File: src/rtl/bg_reg_file.sv
// Background register file: CPU-writable BG control/scroll/affine registers plus the
// running BG2/BG3 affine reference points, stepped per scanline and reloaded at vblank.
module bg_reg_file (
  input  logic        clock,
  input  logic        reset,
  input  logic [7:0]  io_addr,
  input  logic [31:0] io_wdata,
  input  logic [3:0]  io_be,
  input  logic        io_we,
  input  logic        io_re,
  output logic [31:0] io_rdata,
  input  logic        vblank_start,
  input  logic        line_done,
  output logic [15:0] bg0cnt, bg1cnt, bg2cnt, bg3cnt,
  output logic [15:0] bg0hofs, bg1hofs, bg2hofs, bg3hofs,
  output logic [15:0] bg0vofs, bg1vofs, bg2vofs, bg3vofs,
  output logic [15:0] bg2pa, bg2pb, bg2pc, bg2pd,
  output logic [15:0] bg3pa, bg3pb, bg3pc, bg3pd,
  output logic [27:0] bg2x, bg2y, bg3x, bg3y
);

  localparam logic [15:0] CNT_MASK = 16'hFFCF;

  function automatic logic [15:0] merge16(input logic [15:0] old_v, input logic [15:0] new_v,
                                          input logic [1:0] be);
    return {(be[1] ? new_v[15:8] : old_v[15:8]), (be[0] ? new_v[7:0] : old_v[7:0])};
  endfunction

  function automatic logic [8:0] ofs_merge(input logic [8:0] old_v, input logic [15:0] new_v,
                                           input logic [1:0] be);
    logic [15:0] m;
    m = merge16({7'd0, old_v}, new_v, be);
    return m[8:0];
  endfunction

  function automatic logic [27:0] latch_merge(input logic [27:0] old_v, input logic [31:0] new_v,
                                              input logic [3:0] be);
    logic [31:0] m;
    m = {merge16({4'd0, old_v[27:16]}, new_v[31:16], be[3:2]), merge16(old_v[15:0], new_v[15:0], be[1:0])};
    return m[27:0];
  endfunction

  // Register storage; aff_r order is bg2 pa,pb,pc,pd then bg3 pa,pb,pc,pd.
  // latch_r/ref_r order is bg2x, bg2y, bg3x, bg3y.
  logic [15:0] cnt_r   [4];
  logic [8:0]  hofs_r  [4];
  logic [8:0]  vofs_r  [4];
  logic [15:0] aff_r   [8];
  logic [27:0] latch_r [4];
  logic [27:0] ref_r   [4];
  logic [31:0] rdata_r;

  logic [5:0]  word_s;
  logic [3:0]  cnt_hit_s, ofs_hit_s, latch_hit_s;
  logic [7:0]  aff_hit_s;
  logic [3:0]  cnt_we_s, ofs_we_s, latch_we_s;
  logic [7:0]  aff_we_s;
  logic [31:0] rd_val_s;
  logic [15:0] cnt_nxt_s   [4];
  logic [8:0]  hofs_nxt_s  [4];
  logic [8:0]  vofs_nxt_s  [4];
  logic [15:0] aff_nxt_s   [8];
  logic [27:0] latch_nxt_s [4];
  logic [27:0] step_s      [4];

  // Address decode and readback mux (reads see pre-write register values).
  always_comb begin
    word_s      = io_addr[7:2];
    cnt_hit_s   = 4'b0000;
    ofs_hit_s   = 4'b0000;
    aff_hit_s   = 8'h00;
    latch_hit_s = 4'b0000;
    rd_val_s    = 32'h0000_0000;
    case (word_s)
      6'd2:    begin cnt_hit_s = 4'b0011; rd_val_s = {cnt_r[1], cnt_r[0]}; end
      6'd3:    begin cnt_hit_s = 4'b1100; rd_val_s = {cnt_r[3], cnt_r[2]}; end
      6'd4:    ofs_hit_s   = 4'b0001;
      6'd5:    ofs_hit_s   = 4'b0010;
      6'd6:    ofs_hit_s   = 4'b0100;
      6'd7:    ofs_hit_s   = 4'b1000;
      6'd8:    aff_hit_s   = 8'h03;
      6'd9:    aff_hit_s   = 8'h0C;
      6'd10:   latch_hit_s = 4'b0001;
      6'd11:   latch_hit_s = 4'b0010;
      6'd12:   aff_hit_s   = 8'h30;
      6'd13:   aff_hit_s   = 8'hC0;
      6'd14:   latch_hit_s = 4'b0100;
      6'd15:   latch_hit_s = 4'b1000;
      default: rd_val_s    = 32'h0000_0000;
    endcase
    cnt_we_s   = cnt_hit_s & {4{io_we}};
    ofs_we_s   = ofs_hit_s & {4{io_we}};
    aff_we_s   = aff_hit_s & {8{io_we}};
    latch_we_s = latch_hit_s & {4{io_we & (|io_be)}};
  end

  // Byte-merged next values and sign-extended per-line steps (PB for X, PD for Y).
  always_comb begin
    for (int i = 0; i < 4; i++) begin
      cnt_nxt_s[i]   = merge16(cnt_r[i], i[0] ? io_wdata[31:16] : io_wdata[15:0],
                               i[0] ? io_be[3:2] : io_be[1:0]) & CNT_MASK;
      hofs_nxt_s[i]  = ofs_merge(hofs_r[i], io_wdata[15:0], io_be[1:0]);
      vofs_nxt_s[i]  = ofs_merge(vofs_r[i], io_wdata[31:16], io_be[3:2]);
      latch_nxt_s[i] = latch_merge(latch_r[i], io_wdata, io_be);
      step_s[i]      = {{12{aff_r[2*i+1][15]}}, aff_r[2*i+1]};
    end
    for (int j = 0; j < 8; j++) begin
      aff_nxt_s[j] = merge16(aff_r[j], j[0] ? io_wdata[31:16] : io_wdata[15:0],
                             j[0] ? io_be[3:2] : io_be[1:0]);
    end
  end

  // CPU-visible register state; PA/PD reset to the identity transform.
  always_ff @(posedge clock) begin
    if (reset) begin
      for (int i = 0; i < 4; i++) begin
        cnt_r[i]   <= 16'h0000;
        hofs_r[i]  <= 9'd0;
        vofs_r[i]  <= 9'd0;
        latch_r[i] <= 28'd0;
      end
      for (int j = 0; j < 8; j++) begin
        aff_r[j] <= ((j % 4) == 0 || (j % 4) == 3) ? 16'h0100 : 16'h0000;
      end
      rdata_r <= 32'h0000_0000;
    end else begin
      for (int i = 0; i < 4; i++) begin
        if (cnt_we_s[i])   cnt_r[i]   <= cnt_nxt_s[i];
        if (ofs_we_s[i])   hofs_r[i]  <= hofs_nxt_s[i];
        if (ofs_we_s[i])   vofs_r[i]  <= vofs_nxt_s[i];
        if (latch_we_s[i]) latch_r[i] <= latch_nxt_s[i];
      end
      for (int j = 0; j < 8; j++) begin
        if (aff_we_s[j]) aff_r[j] <= aff_nxt_s[j];
      end
      if (io_re) rdata_r <= rd_val_s;
    end
  end

  // Running reference points: CPU write beats vblank reload, which beats line stepping.
  always_ff @(posedge clock) begin
    if (reset) begin
      for (int i = 0; i < 4; i++) ref_r[i] <= 28'd0;
    end else begin
      for (int i = 0; i < 4; i++) begin
        if (latch_we_s[i])     ref_r[i] <= latch_nxt_s[i];
        else if (vblank_start) ref_r[i] <= latch_r[i];
        else if (line_done)    ref_r[i] <= ref_r[i] + step_s[i];
      end
    end
  end

  assign io_rdata = rdata_r;
  assign bg0cnt  = cnt_r[0];
  assign bg1cnt  = cnt_r[1];
  assign bg2cnt  = cnt_r[2];
  assign bg3cnt  = cnt_r[3];
  assign bg0hofs = {7'd0, hofs_r[0]};
  assign bg1hofs = {7'd0, hofs_r[1]};
  assign bg2hofs = {7'd0, hofs_r[2]};
  assign bg3hofs = {7'd0, hofs_r[3]};
  assign bg0vofs = {7'd0, vofs_r[0]};
  assign bg1vofs = {7'd0, vofs_r[1]};
  assign bg2vofs = {7'd0, vofs_r[2]};
  assign bg3vofs = {7'd0, vofs_r[3]};
  assign bg2pa   = aff_r[0];
  assign bg2pb   = aff_r[1];
  assign bg2pc   = aff_r[2];
  assign bg2pd   = aff_r[3];
  assign bg3pa   = aff_r[4];
  assign bg3pb   = aff_r[5];
  assign bg3pc   = aff_r[6];
  assign bg3pd   = aff_r[7];
  assign bg2x    = ref_r[0];
  assign bg2y    = ref_r[1];
  assign bg3x    = ref_r[2];
  assign bg3y    = ref_r[3];

endmodule

File: config.mk
export PLATFORM = sky130hd
export DESIGN_NAME = bg_reg_file
export DESIGN_NICKNAME = d
export VERILOG_FILES = /design/src/rtl/bg_reg_file.sv
export SDC_FILE = /design/constraint.sdc
export NUM_CORES = 1
export LEC_CHECK = 0
export BUFFER_PORTS_ARGS = -buffer_cell sky130_fd_sc_hd__clkbuf_2
export CAP_MARGIN = 20
export CORE_MARGIN = 4
export CORE_UTILIZATION = 30
export CTS_CLUSTER_SIZE = 24
export DETAILED_ROUTE_END_ITERATION = 8
export PLACE_DENSITY = 0.54
export SLEW_MARGIN = 40
export SYNTH_ARGS = -nofsm -noshare
export SYNTH_HDL_FRONTEND = slang
export SYNTH_SLANG_ARGS = --single-unit
File: constraint.sdc
create_clock -name clock -period 4.6 [get_ports clock]
set_input_delay 0.23 -clock clock [delete_from_list [all_inputs] [get_ports clock]]
set_output_delay 0.23 -clock clock [all_outputs]
set_load 0.01 [all_outputs]
## Word-level counts from Yosys, hierarchy flattened

Memory sizes are Yosys's and may differ from the RTL's.
Cells that the tools add are included.

| operators by class | value |
|---|---|
| equality and inequality tests | 14 |
| add/subtract/negate cells | 4 |
| bitwise logic cells | 41 |
| muxes and demuxes | 186 |
| reductions and logical operators | 1 |

Operator list:

| operator | count |
|---|---|
| 28-bit two-way mux | 16 |
| 8-bit two-way mux | 44 |
| 16-bit two-way mux | 8 |
| 28-bit adder | 4 |
| 1-bit two-way mux | 97 |
| 9-bit two-way mux | 8 |
| 32-bit one-hot mux with 2 select lines | 1 |
| 14-bit two-way mux | 4 |
| 6-bit by 4-bit == test with 1-bit output (second input constant) | 8 |
| 1-bit OR | 36 |
| 4-bit one-hot mux with 4 select lines | 2 |
| 8-bit one-hot mux with 4 select lines | 1 |
| 6-bit by 3-bit == test with 1-bit output (second input constant) | 4 |
| 4-bit two-way mux | 4 |
| 4-bit bitwise AND | 3 |
| 6-bit by 2-bit == test with 1-bit output (second input constant) | 2 |
| 8-bit bitwise AND | 1 |
| 4-bit one-hot mux with 2 select lines | 1 |
| 4-bit OR reduction | 1 |
| 1-bit bitwise AND | 1 |

| storage, ports and cells | value |
|---|---|
| memories kept | 6 |
| memory bits (writable) | 480 |
| bits of input ports | 50 |
| output and inout bits | 464 |
| word-level logic and storage cells | 253 |
| flip-flop bits (word level) | 32 |

Memories:

| name | words | width | rd ports | clocked after memory_dff | wr ports | line | source |
|---|---|---|---|---|---|---|---|
| aff_r | 8 | 16 | 8 | 0 | 8 | 48 | `logic [15:0] aff_r [8];` |
| latch_r | 4 | 28 | 4 | 0 | 4 | 49 | `logic [27:0] latch_r [4];` |
| ref_r | 4 | 28 | 4 | 0 | 4 | 50 | `logic [27:0] ref_r [4];` |
| cnt_r | 4 | 14 | 4 | 0 | 4 | 45 | `logic [15:0] cnt_r [4];` |
| hofs_r | 4 | 9 | 4 | 0 | 4 | 46 | `logic [8:0] hofs_r [4];` |
| vofs_r | 4 | 9 | 4 | 0 | 4 | 47 | `logic [8:0] vofs_r [4];` |

## Depth between registers and ports, before layout

| depth | value |
|---|---|
| depth after elaboration | 9 |
| depth in mapped cells | 11 |
| gate-level depth less buffers | 11 |

## Least setup slack after synthesis

Ideal clock, no wire load.

| timing | value |
|---|---|
| kind | reg2reg |
| from | memory aff_r[7][0] (netlist: aff_r[1][48]) |
| to | memory ref_r[3][22] (data pin) |
| path buffers | 0 |
| library setup time | 0.135 ns |
| path slack | 1.834 ns |
| cell stages (with the launch flop) | 12 |
| required time | 4.465 ns |
| clock period less this slack | 2.766 ns |
| arrival | 2.631 ns |
| cell sequence | edfxtp_1 ha_1 inv_1 fa_1 nor2b_4 o31a_4 nor2_2 o21ai_4 a31oi_4 o41a_1 or4_1 nand3_1 |

RTL lines:

| item | line |
|---|---|
| from (decl) | 48 |
| to (decl) | 50 |

==> results.sh <==
export IMPL_cts_clk_slew_worst_paths_ns=0.06
export IMPL_grt_pass1_wl_um=156100
export IMPL_cts_root_buf="clkbuf_16"
export IMPL_drtIter0Drc=2314
export IMPL_regToRegEndpoint="ref_r[0][27]$_SDFFCE_PN0P_"
export IMPL_syn_inst=2558
export IMPL_grt_pass1_vias=20710
export IMPL_synth_top_cell_by_area="edfxtp_1"
export IMPL_io_buffers=443
export IMPL_synth_edf_count=480
export IMPL_fp_dieH_um=313.9
export IMPL_regToRegSetupSlack_ns=1.39
export IMPL_slew_headroom_pct=38.65
export IMPL_holdPathStages=2
export IMPL_fin_util_pct=36.17
export IMPL_grt_ovfl_total=0
export IMPL_initial_core_util_pct=30.44
export IMPL_pre_cts_ws_ns=1.443
export IMPL_fin_worst_skew_ns=0.04502
export IMPL_hold_path_end="aff_r[0][37]$_SDFFCE_PN0P_"
export IMPL_nets=3125
export IMPL_fmax_mhz=311.9
export IMPL_yosys_area_share_simple_pct=15.79
export IMPL_end_kind="register"
export IMPL_synth_seq_area_share_pct=53.34
export IMPL_p_int_w=0.008809
export IMPL_ys_ff_latch=508
export IMPL_yosysUniqueCellTypes=97
export IMPL_post_route_min_period_ns=3.206
export IMPL_via_count=22030
export IMPL_cap_viol_max_count=0
export IMPL_period_share_pct=69.69
export IMPL_hold_viol_final=0
export IMPL_fp_row_count=111
export IMPL_yosysWarnings=0
export IMPL_syn_area_um2=28070
export IMPL_die_area_um2=98530
export IMPL_coreArea_um2=92220
export IMPL_power_frac_clock_pct=36.9
export IMPL_path_class="reg2reg"
export IMPL_synth_top_family_by_area="compound AO/OA/AOI/OAI gates"
export IMPL_cts_inserted_buffers=58
export IMPL_crit_path_cell_trace="ha_1 -> a21o_1 -> a21o_1 -> a21oi_1 -> nand2_1 -> a2111oi_0 -> nor2_1 -> xnor2_1 -> a21oi_1"
export IMPL_hold_start="io_wdata[5]"
export IMPL_cts_tree="done"
export IMPL_first_pass_iters=6
export IMPL_grt_max_degree=62
export IMPL_antenna_left=0
export IMPL_h_tree_depth=2
export IMPL_cts_resized=0
export IMPL_irDropWorstVdd_mv=0.3144
export IMPL_die_x_um=313.9
export IMPL_final_max_slew_viol_count=0
export IMPL_total_power_w=0.01263
export IMPL_worstMarginPinSlew_ns=0.9181
export IMPL_cp_top_family="compound AO/OA/AOI/OAI gates"
export IMPL_fill_cells=9240
export IMPL_antenna_found_initial=20
export IMPL_setup_viol=0
export IMPL_synthMuxAreaShare_pct=1.992
export IMPL_synthTopCellsByArea="edfxtp_1, ha_1, and2_1"
export IMPL_postLayoutSetupSlackWorst_ns=1.394
export IMPL_p_sw_share_pct=30.23
export IMPL_async_flop_share_pct=0
export IMPL_drt_vias_per_instance=5.168
export IMPL_gp_congestion=0.8726
export IMPL_power_density_nw_per_um2=378.5
export IMPL_yosys_most_used_dff="edfxtp_1"
export IMPL_worst_path_stages=9
export IMPL_cts_buffer_depth=3
export IMPL_r2r_start="aff_r[0][31]$_SDFFCE_PN0P_"
export IMPL_synthToLayoutAreaGrowth_pct=18.84
export IMPL_clk_latency_ns=0.66
export IMPL_p_seq_share_pct=44.1
export IMPL_postCtsSetupBuffers=0
export IMPL_grt_total_usage_pct=21.82
export IMPL_tns_ns=0
export IMPL_pin_count=514
export IMPL_slowest_stage="edfxtp_1"
export IMPL_synthXorXnorAreaFrac_pct=2.652
export IMPL_cpPeakStageDelay_ns=0.78
export IMPL_run_status="completed"
export IMPL_r2r_cells=9
export IMPL_avgSynthCellArea_um2=10.97
export IMPL_cp_required_ns=4.99
export IMPL_wl_per_cell_um=26.33
export IMPL_p_sw_w=0.003817
export IMPL_place_inst=4145
export IMPL_layout_cells_non_filler=4262
export IMPL_synth_adder_area_share_pct=5.099
export IMPL_grt_setup_unrepaired="false"
export IMPL_cts_sinks=508
export IMPL_dp_hpwl_um=80880
export IMPL_power_frac_comb_pct=19.0
export IMPL_wl_um=112200
export IMPL_path_buf_inv=0
export IMPL_cp_arrival_ns=3.60
export IMPL_worstPathMaxFanout=14
export IMPL_drc=0
export IMPL_p_leak_nw=13.57
export IMPL_synth_top_area_share_pct=51.35
export IMPL_layout_drive_gt1_share_pct=20.92
export IMPL_hp_class="in2reg"
export IMPL_setup_worst_path_start_class="register"
export IMPL_synth_compound_area_share_pct=16.48
## power by group through the flow
stage | clock network [W] | logic, W | registers [W]
after floorplan | 0 | 0.00143 | 0.00571
after global placement | 0 | 0.00238 | 0.00566
after detailed placement | 0 | 0.00238 | 0.00567
after CTS | 0.00473 | 0.00239 | 0.00557
after global routing | 0.00491 | 0.00260 | 0.00560
final | 0.00466 | 0.00239 | 0.00557
## cell usage after synthesis, drive strengths merged, types with 7 or more instances
library cell and number:
edfxtp 480, a21oi 248, and2 207, nor2 174
nand2 151, nand2b 135, clkbuf 121, ha 108
buf 103, o21ai 89, a21o 81, a211oi 67
mux2i 48, nor2b 46, xnor2 44, xor2 41
inv 35, nand3 35, a22oi 29, dfxtp 28
nor3 26, o22ai 22, nand4 20, and3 16
o221ai 16, o21a 15, a31oi 14, o21bai 13
a311oi 10, a211o 9, o31ai 9, a221o 8
or3 8, mux2 7
## worst register-to-register path: cells and delay by family, from the launching register on
family                     cells  cell delay, ns
and+or+nand+nor                2            0.23
xor gates and xnor gates       1            0.21
adders and majority gates      1            0.41
DFF                            1            0.78
AOI/OAI and AO/OA              5            1.32
## repair_timing
item                                   4_1_cts  5_1_grt
hold buffers                                 1        0
endpoints found under the hold margin        3        0
setup endpoints to repair                    0        0
## logic make-up after synthesis
| logic type | count (synthesis) |
|---|---|
| AO/OA/AOI/OAI | 698 |
| XOR/XNOR | 85 |
| adder cells (fa/ha/maj) | 112 |
| buffers and inverters | 259 |
| flip-flops | 508 |
| multiplexers | 55 |
| other | 1 |
| AND/OR/NAND/NOR | 840 |
## worst max path at each step
stage	start	endpoint	slack, ns
after floorplan	aff_r[1][48]$_SDFFCE_PP0P_	ref_r[3][22]$_DFFE_PP_	1.83
after global placement	aff_r[0][31]$_SDFFCE_PN0P_	ref_r[0][25]$_SDFFCE_PN0P_	1.39
after detailed placement	aff_r[0][31]$_SDFFCE_PN0P_	ref_r[0][25]$_SDFFCE_PN0P_	1.44
after CTS	aff_r[0][31]$_SDFFCE_PN0P_	ref_r[0][25]$_SDFFCE_PN0P_	1.42
after global routing	aff_r[0][31]$_SDFFCE_PN0P_	ref_r[0][27]$_SDFFCE_PN0P_	1.18
final	aff_r[0][31]$_SDFFCE_PN0P_	ref_r[0][27]$_SDFFCE_PN0P_	1.39
## cell usage in the layout, fill, tap and decap left out, types with 34 or more instances in the layout
cell type  count
clkbuf_16     59
mux2i_1       48
nor2_1       167
nand2b_1     133
xnor2_1       44
buf_4         58
edfxtp_1     480
ha_1         108
xor2_1        41
o21ai_0       58
a21o_1        79
and2_1       206
clkbuf_2     441
nand2_1      147
a211oi_1      66
inv_1         35
a21oi_1      248
nand3_1       34
conb_1        68
nor2b_1       45
## area by class of cell
class	count	area [um2]	area share [%]
inverters	35	131.4	0.3938
repair buffers	502	2671	8.008
flip-flops and latches	508	14970	44.89
clock buffers	75	1587	4.756
multi-input cells	1858	12110	36.30
clock inverters	33	312.8	0.9377
well taps	1243	1555	4.662
diodes	8	20.02	0.06001
## stage by stage
| stage | hold WS (ns) | instance area, um2 |
|---|---|---|
| 6_report | 0.05332 | 33360 |
| 5_1_grt | 0.03268 | 33340 |
| 4_1_cts | 0.007274 | 33330 |
| 3_5_place_dp | 0.4782 | 31430 |
| 3_3_place_gp | 0.4734 | 31400 |
| 2_1_floorplan | 0.4093 | 28320 |
## layer usage
layer	GRT usage, %	up-vias	part of all wire, %
met5	0	-	0.031
met4	6.190	6	2.9
met3	4.727	144	7.7
met2	36.80	790	49
met1	28.27	10930	41
li1	-	10160	-
## flip-flops by register name, summed over array words and instances, names as in the netlist
| name | cells |
|---|---|
| cnt_r | 56 |
| aff_r | 128 |
| io_rdata | 28 |
| ref_r | 112 |
| hofs_r | 36 |
| latch_r | 112 |
| vofs_r | 36 |
Power figures use the tool's default switching activity.
